[src/rtl/procyon_lsu_lq_replay_sel_pkg.sv]
// Shared constants for the load-queue replay selector.
// Provides the op width and load op encodings used on the replay port.
package procyon_lsu_lq_replay_sel_pkg;

    localparam int PCYN_OP_WIDTH = 5;

    typedef enum logic [PCYN_OP_WIDTH-1:0] {
        PCYN_OP_LB  = 5'd0,
        PCYN_OP_LH  = 5'd1,
        PCYN_OP_LW  = 5'd2,
        PCYN_OP_LBU = 5'd3,
        PCYN_OP_LHU = 5'd4
    } pcyn_op_t;

endpackage

[src/rtl/procyon_lsu_lq_replay_sel_picker.sv]
// Round-robin picker: lowest set request at or above i_ptr, else lowest overall.
// Ports: i_req, i_ptr in; o_grant (one-hot), o_grant_idx, o_valid out.
module procyon_rr_picker #(
    parameter int WIDTH = 8
) (
    input  logic [WIDTH-1:0]         i_req,
    input  logic [$clog2(WIDTH)-1:0] i_ptr,
    output logic [WIDTH-1:0]         o_grant,
    output logic [$clog2(WIDTH)-1:0] o_grant_idx,
    output logic                     o_valid
);

    localparam int IDX_W = $clog2(WIDTH);

    logic [WIDTH-1:0]   mask;
    logic [2*WIDTH-1:0] dbl_req;
    logic [IDX_W:0]     pos;
    logic               found;

    // Lower half holds requests at/after the pointer, upper half all requests,
    // so one priority scan from bit 0 implements the wrap-around search.
    always_comb begin
        mask = '0;
        for (int i = 0; i < WIDTH; i++) begin
            if (i >= int'(i_ptr)) mask[i] = 1'b1;
        end
        dbl_req = {i_req, i_req & mask};
        pos     = '0;
        found   = 1'b0;
        for (int i = 0; i < 2*WIDTH; i++) begin
            if (!found && dbl_req[i]) begin
                found = 1'b1;
                pos   = (IDX_W+1)'(i);
            end
        end
    end

    assign o_valid     = |i_req;
    assign o_grant_idx = pos[IDX_W-1:0];
    assign o_grant     = o_valid ? (WIDTH'(1) << o_grant_idx) : '0;

endmodule

[src/rtl/procyon_lsu_lq_replay_sel.sv]
// Load-queue replay scheduler: round-robin pick of a replayable entry,
// one-hot replay enable back to the LQ, and a single-slot output buffer.
// Ports: clk, n_rst, i_flush, i_stall, per-entry replayable/op/tag/addr in;
// o_replay_en (combinational grant), buffered o_replay_* and o_replay_select out.
module procyon_lsu_lq_replay_sel
    import procyon_lsu_lq_replay_sel_pkg::*;
#(
    parameter int OPTN_LQ_DEPTH      = 8,
    parameter int OPTN_ADDR_WIDTH    = 32,
    parameter int OPTN_ROB_IDX_WIDTH = 5
) (
    input  logic                                               clk,
    input  logic                                               n_rst,
    input  logic                                               i_flush,
    input  logic [OPTN_LQ_DEPTH-1:0]                           i_replayable,
    input  logic [OPTN_LQ_DEPTH-1:0][PCYN_OP_WIDTH-1:0]        i_replay_op,
    input  logic [OPTN_LQ_DEPTH-1:0][OPTN_ROB_IDX_WIDTH-1:0]   i_replay_tag,
    input  logic [OPTN_LQ_DEPTH-1:0][OPTN_ADDR_WIDTH-1:0]      i_replay_addr,
    output logic [OPTN_LQ_DEPTH-1:0]                           o_replay_en,
    input  logic                                               i_stall,
    output logic                                               o_replay_valid,
    output logic [PCYN_OP_WIDTH-1:0]                           o_replay_op,
    output logic [OPTN_ROB_IDX_WIDTH-1:0]                      o_replay_tag,
    output logic [OPTN_ADDR_WIDTH-1:0]                         o_replay_addr,
    output logic [OPTN_LQ_DEPTH-1:0]                           o_replay_select
);

    localparam int IDX_W = $clog2(OPTN_LQ_DEPTH);

    logic [IDX_W-1:0]              rr_ptr_q, rr_ptr_d;
    logic                          valid_q, valid_d;
    logic [OPTN_LQ_DEPTH-1:0]      select_q, select_d;
    logic [PCYN_OP_WIDTH-1:0]      op_q;
    logic [OPTN_ROB_IDX_WIDTH-1:0] tag_q;
    logic [OPTN_ADDR_WIDTH-1:0]    addr_q;

    logic [OPTN_LQ_DEPTH-1:0] pick_grant;
    logic [IDX_W-1:0]         pick_idx;
    logic                     pick_valid;
    logic                     can_grant;
    logic                     grant_en;
    logic                     consumed;

    procyon_rr_picker #(
        .WIDTH(OPTN_LQ_DEPTH)
    ) u_picker (
        .i_req      (i_replayable),
        .i_ptr      (rr_ptr_q),
        .o_grant    (pick_grant),
        .o_grant_idx(pick_idx),
        .o_valid    (pick_valid)
    );

    // Gating with n_rst keeps the enable quiet while reset is held.
    assign can_grant   = ~i_flush & (~valid_q | ~i_stall);
    assign grant_en    = n_rst & can_grant & pick_valid;
    assign consumed    = valid_q & ~i_stall;
    assign o_replay_en = grant_en ? pick_grant : '0;

    always_comb begin
        rr_ptr_d = rr_ptr_q;
        valid_d  = valid_q;
        select_d = select_q;
        if (i_flush) begin
            valid_d  = 1'b0;
            select_d = '0;
        end else if (grant_en) begin
            valid_d  = 1'b1;
            select_d = pick_grant;
            rr_ptr_d = pick_idx + 1'b1;
        end else if (consumed) begin
            valid_d  = 1'b0;
        end
    end

    always_ff @(posedge clk or negedge n_rst) begin
        if (!n_rst) begin
            rr_ptr_q <= '0;
            valid_q  <= 1'b0;
            select_q <= '0;
        end else begin
            rr_ptr_q <= rr_ptr_d;
            valid_q  <= valid_d;
            select_q <= select_d;
        end
    end

    // Payload is qualified by valid_q, so it needs no reset.
    always_ff @(posedge clk) begin
        if (grant_en) begin
            op_q   <= i_replay_op[pick_idx];
            tag_q  <= i_replay_tag[pick_idx];
            addr_q <= i_replay_addr[pick_idx];
        end
    end

    assign o_replay_valid  = valid_q;
    assign o_replay_op     = op_q;
    assign o_replay_tag    = tag_q;
    assign o_replay_addr   = addr_q;
    assign o_replay_select = select_q;

endmodule

[config.mk]
export PLATFORM = sky130hd
export DESIGN_NAME = procyon_lsu_lq_replay_sel
export DESIGN_NICKNAME = d
export VERILOG_FILES = /design/src/rtl/procyon_lsu_lq_replay_sel_pkg.sv /design/src/rtl/procyon_lsu_lq_replay_sel_picker.sv /design/src/rtl/procyon_lsu_lq_replay_sel.sv
export SDC_FILE = /design/constraint.sdc
export NUM_CORES = 1
export LEC_CHECK = 0
export ABC_AREA = 1
export CAP_MARGIN = 20
export CORE_AREA = 3 3 157 159
export DETAILED_ROUTE_END_ITERATION = 12
export DIE_AREA = 0 0 160 162
export GPL_TIMING_DRIVEN = 0
export RECOVER_POWER = 100
export SETUP_SLACK_MARGIN = 0.5
export SLEW_MARGIN = 0
export SYNTH_ARGS = -nofsm -noshare
export SYNTH_HDL_FRONTEND = slang
export SYNTH_HIERARCHICAL = 1
export SYNTH_SLANG_ARGS = --single-unit
[constraint.sdc]
create_clock -name clk -period 2.33 [get_ports clk]
set_input_delay 0.466 -clock clk [delete_from_list [all_inputs] [get_ports clk]]
set_output_delay 0.466 -clock clk [all_outputs]
set_load 0.02 [all_outputs]
## After elaboration in Yosys (flattened, before gate mapping)

Cells that the tools add are included.

- Register bits after elaboration: 54
- Bits of input ports: 348
- Output and inout bits: 59
- Logic and storage cells: 109

- Add/subtract/negate cells: 1
- Magnitude comparators: 8
- Shift operators: 1
- Multiplexer cells: 50
- Bitwise logic cells: 9
- Reductions and logical operators: 34

Operators by type and width:

| cell | count |
|---|---|
| $bmux W32 S3 | 1 |
| $mux W3 | 12 |
| $mux W32 | 1 |
| $mux W8 | 4 |
| $bmux W5 S3 | 2 |
| $mux W1 | 26 |
| $logic_and A1 B1 Y1 | 15 |
| $logic_not A1 Y1 | 15 |
| $mux W5 | 2 |
| $ge A3 B3 Y1 const A | 3 |
| $and A8 B8 Y8 | 1 |
| $reduce_or A8 Y1 | 1 |
| $shl A1 B3 Y8 const A | 1 |
| $ge A1 B3 Y1 const A | 2 |
| $ge A2 B3 Y1 const A | 2 |
| $and A1 B1 Y1 | 4 |
| $lt A3 B4 Y1 const B | 1 |
| $mux W2 | 2 |
| $add A3 B1 Y3 const B | 1 |
| $not A1 Y1 | 3 |
| $reduce_bool A3 Y1 | 1 |
| $reduce_and A2 Y1 | 1 |
| $reduce_bool A2 Y1 | 1 |
| $or A1 B1 Y1 | 1 |

## Logic depth before layout (Yosys ltp)

Gate-level depths: netlist (run 1).

- Depth in word-level cells: 53
- Gate-level depth with buffers: 19
- Mapped depth without buffers: 16

## By module

Netlist (run 1), hierarchy kept.

By module, submodules not included:

| module | instances | cells each | area each (um^2) | sequential area each (um^2) |
|---|---|---|---|---|
| procyon_lsu_lq_replay_sel | 1 | 1,222 | 6,354.8 | 1,561.5 |
| procyon_rr_picker | 1 | 82 | 426.7 | 0.0 |

## Worst setup path after synthesis (run 1)

Ideal clock, no wire load.

- Kind: input -> register
- Start: input i_replayable[1]
- End: register addr_q[0] (netlist: o_replay_addr[0]) (enable)
- Setup time: 397 ps
- Arrival time: 1,833 ps
- Required time: 1,933 ps
- Path slack: 100 ps
- Stages: 8
- Buffers on the path: 0
- Cell sequence: inv_1 -> nand2_1 -> nor3_2 -> nand4_1 -> nand2_1 -> inv_1 -> nand3_1 -> inv_1

- Word-level cells in the longest chain between the ends: 2

Ends and longest elaborated chain:

| item | RTL line | text |
|---|---|---|
| from (decl) | procyon_lsu_lq_replay_sel.sv:15 | `input logic [OPTN_LQ_DEPTH-1:0] i_replayable,` |
| $reduce_or A8 Y1 | procyon_lsu_lq_replay_sel_picker.sv:38 | `assign o_valid = \|i_req;` |
| via pick_valid | procyon_lsu_lq_replay_sel.sv:39 | `logic pick_valid;` |
| $and A1 B1 Y1 | procyon_lsu_lq_replay_sel.sv:56 | `assign grant_en = n_rst & can_grant & pick_valid;` |
| to (signal assigned) | procyon_lsu_lq_replay_sel.sv:93 | `addr_q <= i_replay_addr[pick_idx];` |
| to (decl) | procyon_lsu_lq_replay_sel.sv:35 | `logic [OPTN_ADDR_WIDTH-1:0] addr_q;` |

The timed path passes the listed nets, and every way through them passes these cells.
A chain may end at the register's enable or synchronous reset.

## Worst setup path after layout (run 1)

- Start: register rr_ptr_q[1]
- End: output o_replay_en[3]

- Word-level cells in the longest chain between the ends: 52
- Elaborated cells between the ends (all ways): 78
- Those cells by class: 7 x order compare; 1 x shift; 39 x mux; 1 x bitwise; 30 x reduce/logical

Ends and longest elaborated chain:

| item | RTL line | text |
|---|---|---|
| from (decl) | procyon_lsu_lq_replay_sel.sv:30 | `logic [IDX_W-1:0] rr_ptr_q, rr_ptr_d;` |
| from (signal assigned) | procyon_lsu_lq_replay_sel.sv:82 | `rr_ptr_q <= rr_ptr_d;` |
| $ge A1 B3 Y1 | procyon_lsu_lq_replay_sel_picker.sv:25 | `if (i >= int'(i_ptr)) mask[i] = 1'b1;` |
| $mux W1 | procyon_lsu_lq_replay_sel_picker.sv:25 |  |
| $and A8 B8 Y8 * | procyon_lsu_lq_replay_sel_picker.sv:27 | `dbl_req = {i_req, i_req & mask};` |
| $mux W1 | procyon_lsu_lq_replay_sel_picker.sv:31 | `if (!found && dbl_req[i]) begin` |
| $logic_not A1 Y1 | procyon_lsu_lq_replay_sel_picker.sv:31 |  |
| $logic_and A1 B1 Y1 | procyon_lsu_lq_replay_sel_picker.sv:31 |  |
| $mux W1 | procyon_lsu_lq_replay_sel_picker.sv:31 |  |
| $logic_not A1 Y1 | procyon_lsu_lq_replay_sel_picker.sv:31 |  |
| (+37 left out) | - |  |
| $mux W1 | procyon_lsu_lq_replay_sel_picker.sv:31 |  |
| $logic_not A1 Y1 | procyon_lsu_lq_replay_sel_picker.sv:31 |  |
| $logic_and A1 B1 Y1 | procyon_lsu_lq_replay_sel_picker.sv:31 |  |
| $mux W3 * | procyon_lsu_lq_replay_sel_picker.sv:31 |  |
| $shl A1 B3 Y8 * | procyon_lsu_lq_replay_sel_picker.sv:40 | `assign o_grant = o_valid ? (WIDTH'(1) << o_grant_idx) : '0;` |
| $mux W8 * | procyon_lsu_lq_replay_sel_picker.sv:40 |  |
| via pick_grant[3] | procyon_lsu_lq_replay_sel.sv:37 | `logic [OPTN_LQ_DEPTH-1:0] pick_grant;` |
| $mux W8 * | procyon_lsu_lq_replay_sel.sv:58 | `assign o_replay_en = grant_en ? pick_grant : '0;` |
| to (decl) | procyon_lsu_lq_replay_sel.sv:19 | `output logic [OPTN_LQ_DEPTH-1:0] o_replay_en,` |

Mark *: on every way through the listed nets, which the timed path passes. The rest lies on a longest branch.

==> metrics, run 1 <==
Routed WL per cell 16.6 um; highest clock rate 374 MHz; share of cells above drive strength 1 12.5%; placed cell areas 11400 um2; Root Driver clkbuf_16; most frequent cells in the layout nand2_1, inv_1, clkdlybuf4s50_1, nand3_1, dlygate4sd3_1; failing checks negative setup slack; CTS Buf Count 5; Max IR drop VDD 0.726 mV; CTS sink cnt 54; Mapped Area 6780 um2; Detailed Routing Iterations Pass 1 5; Post-synth EDFFs 42; Fill cells 2445; Synth cell types 30; Core ar. 23400 um2; Reg clk slew, reported paths 80 ps; area leader, netlist nand2_1; final worst slack -342 ps; Global Route Usage Sum 26.1%; sequential fraction of the synthesis area 23.0%; asr flop ratio synth 22.2%; most common cell after layout, fill and taps aside nand2_1; ys flop type edfxtp_1; mean post-synth cell area 5.20 um2; CP Class reg -> out; Antenna Violating Nets Remaining 0; total gr overflow 0; via count 9265; Hold Path Class in -> async; Reg-to-Reg End o_replay_addr[0]$_DFFE_PN_; reg2reg setup slack -260 ps; CTS tree done; CP startpoint rr_ptr_q[1]$_DFFE_PN0P_; Pleak 7.22 nW; Initial Utilization 29.0%; Ys Warns 6; top-area cell type share of the netlist area 31.7%; launch point of the worst reg-to-reg path rr_ptr_q[2]$_DFFE_PN0P_; pre-CTS WS -1160 ps; CTS Buffer Depth 2; outcome finished, violations left; Area contributors post-synth nand2_1, inv_1, edfxtp_1, nand3_1, dfrtp_1; Mapped Nets 1653; largest net degree at the start of global routing 23; initial antenna violation count 7; I/O Pins 407; Sw Share 47.1%; RSZ-0062 raised after global routing yes; worst skew pair latency 310 ps; die height 162 um; Layout Area Growth over Synthesis 93.8%; arrival time of the worst setup path 2210 ps; vias per cell 4.39; Int Pwr 8.93 mW; final setup TNS -10640 ps; peak fanout along the critical path 8; Slew headroom 47.1%; Worst R2R Path Depth 18; Layout Skew 5.71 ps; Hold Violations, Final 0; first-iteration detailed-routing DRC count 493; Final Non-Filler Cells 2110; DP Wirelength 26000 um; Critical Path Start Type flop; final worst-path cycle share 115%; crit end category output pin; cell count after synthesis 1304; # setup viols final 51; pwr dens 1290 nW/um2; Logic pwr share 85.0%; Die ar. 25900 um2; Seq pwr share 10.0%; fin nets 2136; post-route DRC violation count 0; IO Port Bufs 406; final max-slew violation count 0; final wirelength 35000 um; WP data required 1860 ps; Clk network pwr share 5.0%; GPL Wtd Cong 0.871; vias in the first global route 8934; # placed instances 2030; Synth Register Bits 54; Rows 56; cts hold-fix bufs 0; min Tclk post-route 2670 ps; wire length of the first global-routing pass 51900 um; NetSw 7.97 mW; Worst Max-Slew Pin Slew 794 ps; Finished Cell Area 13100 um2; Die Width 160 um; max cap viols 0; htree depth 2
## worst max-delay path by stage
| stage | endpoint | slack (ps) | cells after the start |
|---|---|---|---|
| after floorplan | o_replay_addr[0]$_DFFE_PN_ | 180 | 8 |
| after global placement | o_replay_tag[2]$_DFFE_PN_ | -1280 | 9 |
| after detailed placement | o_replay_en[6] | -1160 | 11 |
| after CTS | o_replay_en[0] | -270 | 12 |
| after global routing | o_replay_en[0] | -450 | 12 |
| final | o_replay_en[3] | -340 | 12 |
## cell type report
cell class                 instances  area, um2  share of cell area [%]
antenna                            3       7.51                  0.0571
buffer                            66        788                    6.00
clock buffer                       5        125                   0.952
clock inverter                     3       21.3                   0.162
inverter                         363       1400                    10.6
multi-input combinational        822       3720                    28.3
sequential                        54       1570                    11.9
tap                              319        399                    3.04
timing repair buffer             474       5110                    38.9
timing repair inverter             1       5.00                  0.0381
## logic make-up (layout without fill, tap and decap cells)
group	after synthesis	count (layout)	synth area share, %
flip-flops	54	54	23.0
AND/OR/NAND/NOR	799	800	48.9
AO/OA/AOI/OAI	20	20	1.70
adder cells (fa/ha/maj)	1	1	0.184
other	0	3	0
buffers and inverters	429	912	26.1
XOR/XNOR	1	1	0.129
## critical path: stages (launching register included)
cell,delay [ps]
dfrtp_2,510
buf_6,140
a21oi_4,50
a21oi_1,200
o211ai_1,180
nand2_1,130
buf_4,120
buf_6,80
nand2_2,30
nor2_1,80
inv_1,70
nor2_2,150
buf_6,140
## layer usage
metal	global-route usage, %	wire, um	vias to the layer above
li1	-	-	4751
met1	30.7	14000	4086
met3	6.63	2760	48
met5	0	54	-
met2	47.1	17400	372
met4	7.22	800	8
## state kept, by name (all words and copies together), names as in the netlist
register,count
o_replay_addr,32
o_replay_tag,5
o_replay_op,5
rr_ptr_q,3
o_replay_valid,1
o_replay_select,8
## power groups by stage
stage / Combinational (mW) / Sequential, mW / Clock, mW
final: 14.4 / 1.69 / 0.850
after global routing: 15.5 / 1.72 / 0.899
after CTS: 14.1 / 1.69 / 0.863
after detailed placement: 9.96 / 1.69 / 0
after global placement: 9.89 / 1.68 / 0
after floorplan: 6.16 / 1.96 / 0
## Yosys cell counts, types with 3 or more instances
master	number
nand2_1	572
edfxtp_1	42
nand3_1	187
nand2_2	7
nor2_2	3
clkbuf_1	11
inv_1	358
buf_6	13
buf_4	4
a21oi_1	4
nor2_1	21
o21ai_0	11
buf_2	35
dfrtp_1	12
nand4_1	4
## timing repair
action,CTS,global route
cloned,20,0
pin swaps,29,21
setup buffers,40,9
endpoints found under the hold margin,0,0
resized for setup,217,50
setup endpoints to repair,103,71
## stage by stage
| step | total power, mW | util [%] | hold slack (ps) |
|---|---|---|---|
| 2_1_floorplan | 8.13 | - | 170 |
| 3_3_place_gp | 11.6 | 48.6 | 499 |
| 3_5_place_dp | 11.6 | 48.7 | 505 |
| 4_1_cts | 16.6 | 55.4 | 144 |
| 5_1_grt | 18.1 | 56.1 | 246 |
| 6_report | 16.9 | 56.1 | 201 |
(Power assumes the default switching activity.)
==> inputs of run 2 (changes only) <==
Settings changed: CTS_CLUSTER_DIAMETER set to 40.
==> results of run 2 <==
The final DEF is identical to that of run 1; final timing and power are the same.
==> patch: new RTL, settings of run 2 <==
Reset style: synchronous (`n_rst`), changed in one clocked block.
--- a/src/rtl/procyon_lsu_lq_replay_sel.sv
+++ b/src/rtl/procyon_lsu_lq_replay_sel.sv
@@ -73,7 +73,7 @@
         end
     end
 
-    always_ff @(posedge clk or negedge n_rst) begin
+    always_ff @(posedge clk) begin
         if (!n_rst) begin
             rr_ptr_q <= '0;
             valid_q  <= 1'b0;
Function: differs if n_rst is asserted again (counterexample within 4 cycles, from zero or initial values and one cycle with n_rst low); with n_rst held inactive, the same outputs for 4 cycles.
==> patch against run 2 <==
- the run still ends with negative setup slack left
- routed wire length rose by 0.47%
- sequential cell count did not move
- non-clock buffer count rose by 15
- count of clock-buffer cells in the layout did not move
- cell area rose by 1.4%
- critical path depth rose by 9
- setup slack improved by 0.0096 ns
- area after synthesis fell by 3.3%
- highest routed layer is now met4
Power is not compared: it rests on default switching activity, and its combinational part moved more than twofold at a synthesized area within 25%.
==> patch: results (changes against run 2) <==
Detailed routing
  – DR vias/cell: 4.427 (+0.82%)
  – Metal2 WL: 17790 microns (+2.0%)
  – Uppermost layer routed: met4
  – Via count: 9235 (-0.32%)
  – WL met3: 2810 microns (+1.7%)
  – Initial drt markers: 501 (+1.6%)
  – Met1 WL: 14070 microns (+0.64%)
  – Post-Route WL: 35200 microns (+0.47%)

Placement
  – Pre-CTS setup slack: -1.110 ns (+0.05339 ns)
  – Placed inst area: 11190 sq um (-1.8%)
  – Routability cong.: 0.8566 (-1.6%)
  – Placed insts: 1995 (-1.7%)
  – DP HPWL: 25350 microns (-2.4%)

Outcome
  – Outcome: finished with violations
  – Violations in the final reports: negative setup slack

Critical path
  – Worst R2R End: o_replay_addr[30]
  – CP top delay family: buffers and inverters
  – Worst EP arrival: 2.73 ns (+0.52 ns)
  – Worst flop-to-flop path startpoint: rr_ptr_q[2]
  – Slowest-stage cell, CP: dfxtp_4
  – Worst r2r path cells: 21 (+3)
  – WS Path Type: flop to flop

Synth
  – Seq/Total Area, Yosys: 22.91% (-0.12 points)
  – Top post-synthesis cells by area: nand2_1 (38%), edfxtp_1 (19%), inv_1 (16%)
  – Mean cell area of the mapped netlist: 5.166 sq um (-0.67%)
  – Ys async rst share: 0% (-22 points)
  – Syn nets: 1618 (-2.1%)

Layout
  – Share of cells above drive strength 1: 17.15% (+4.6 points)
  – Layout Nets: 2115 (-0.98%)

Timing
  – Final setup fails: 52 (+2.0%)
  – Worst Tran Pin Value: 0.5905 ns (-0.2032 ns)
  – Final Skew: 0.01530 ns (+0.009591 ns)
  – Hold_ws: 0.4731 ns (+0.2716 ns)
  – Final setup margin: -0.3319 ns (+0.009588 ns)
  – Minimum clock period: 2.662 ns (-0.009588 ns)
  – Sum of negative setup slack: -12.15 ns (-1.513 ns)

GRT
  – First-pass GRT wire length: 50470 microns (-2.8%)
  – Overall routing resource usage: 25.17% (-0.94 points)
  – Vias in the first global route: 8894 (-0.45%)

CTS
  – Clk Latency, worst-skew pair: 0.32 ns

Worst hold path
  – Hold Path Class: flop to flop
patch: kinds of logic (layout without fill, tap and decap cells):
group           count (synthesis)  in the layout  share of synthesized area, %
flops                          54             54                         22.91
compound gates                 18             18                         1.603
fa+ha+maj                       1              1                        0.1908
simple gates                  850            851                         52.97
xor+xnor                        1              1                        0.1336
buf+inv                       345            842                         22.20
patch: per-layer routing:
metal  track usage [%]  vias up
met5                 0        -
met4             5.286        0
met3             5.713       30
met2             45.55      336
met1             30.58     4162
li1                  -     4707
patch: area by class of cell:
class | instances | area [sq um]
well taps | 319 | 399.1
repair buffers | 489 | 5283
flip-flops and latches | 54 | 1510
clock inverters | 3 | 23.77
plain buffers | 66 | 713.2
clock buffers | 5 | 125.1
inverters | 279 | 1105
fillers | 2376 | 10080
multi-input cells | 871 | 4161
patch: how the worst max path moves through the flow:
stage,endpoint,cells past startpoint,slack [ns]
3_5_place_dp,o_replay_en[0],12,-1.11
6_report,o_replay_addr[30],21,-0.33
4_1_cts,o_replay_en[0],12,-0.28
3_3_place_gp,o_replay_en[0],12,-1.07
2_1_floorplan,o_replay_addr[0],17,0.26
5_1_grt,o_replay_en[1],12,-0.47
patch: report_power, final:
part / switching (mW) / internal, mW / total (mW) / leakage, nW
sequential: 0.0304 / 1.18 / 1.21 / 0.496
combinational: 2.05 / 2.08 / 4.13 / 6.52
clock: 0.446 / 0.409 / 0.855 / 0.0747
total: 2.53 / 3.67 / 6.20 / 7.10
patch: timing repair:
action / in CTS / in global routing
setup buffers: 49 / 14
endpoints found under the setup margin: 103 / 103
gates resized for setup: 202 / 143
pin swaps: 30 / 116
gates cloned: 16 / 4
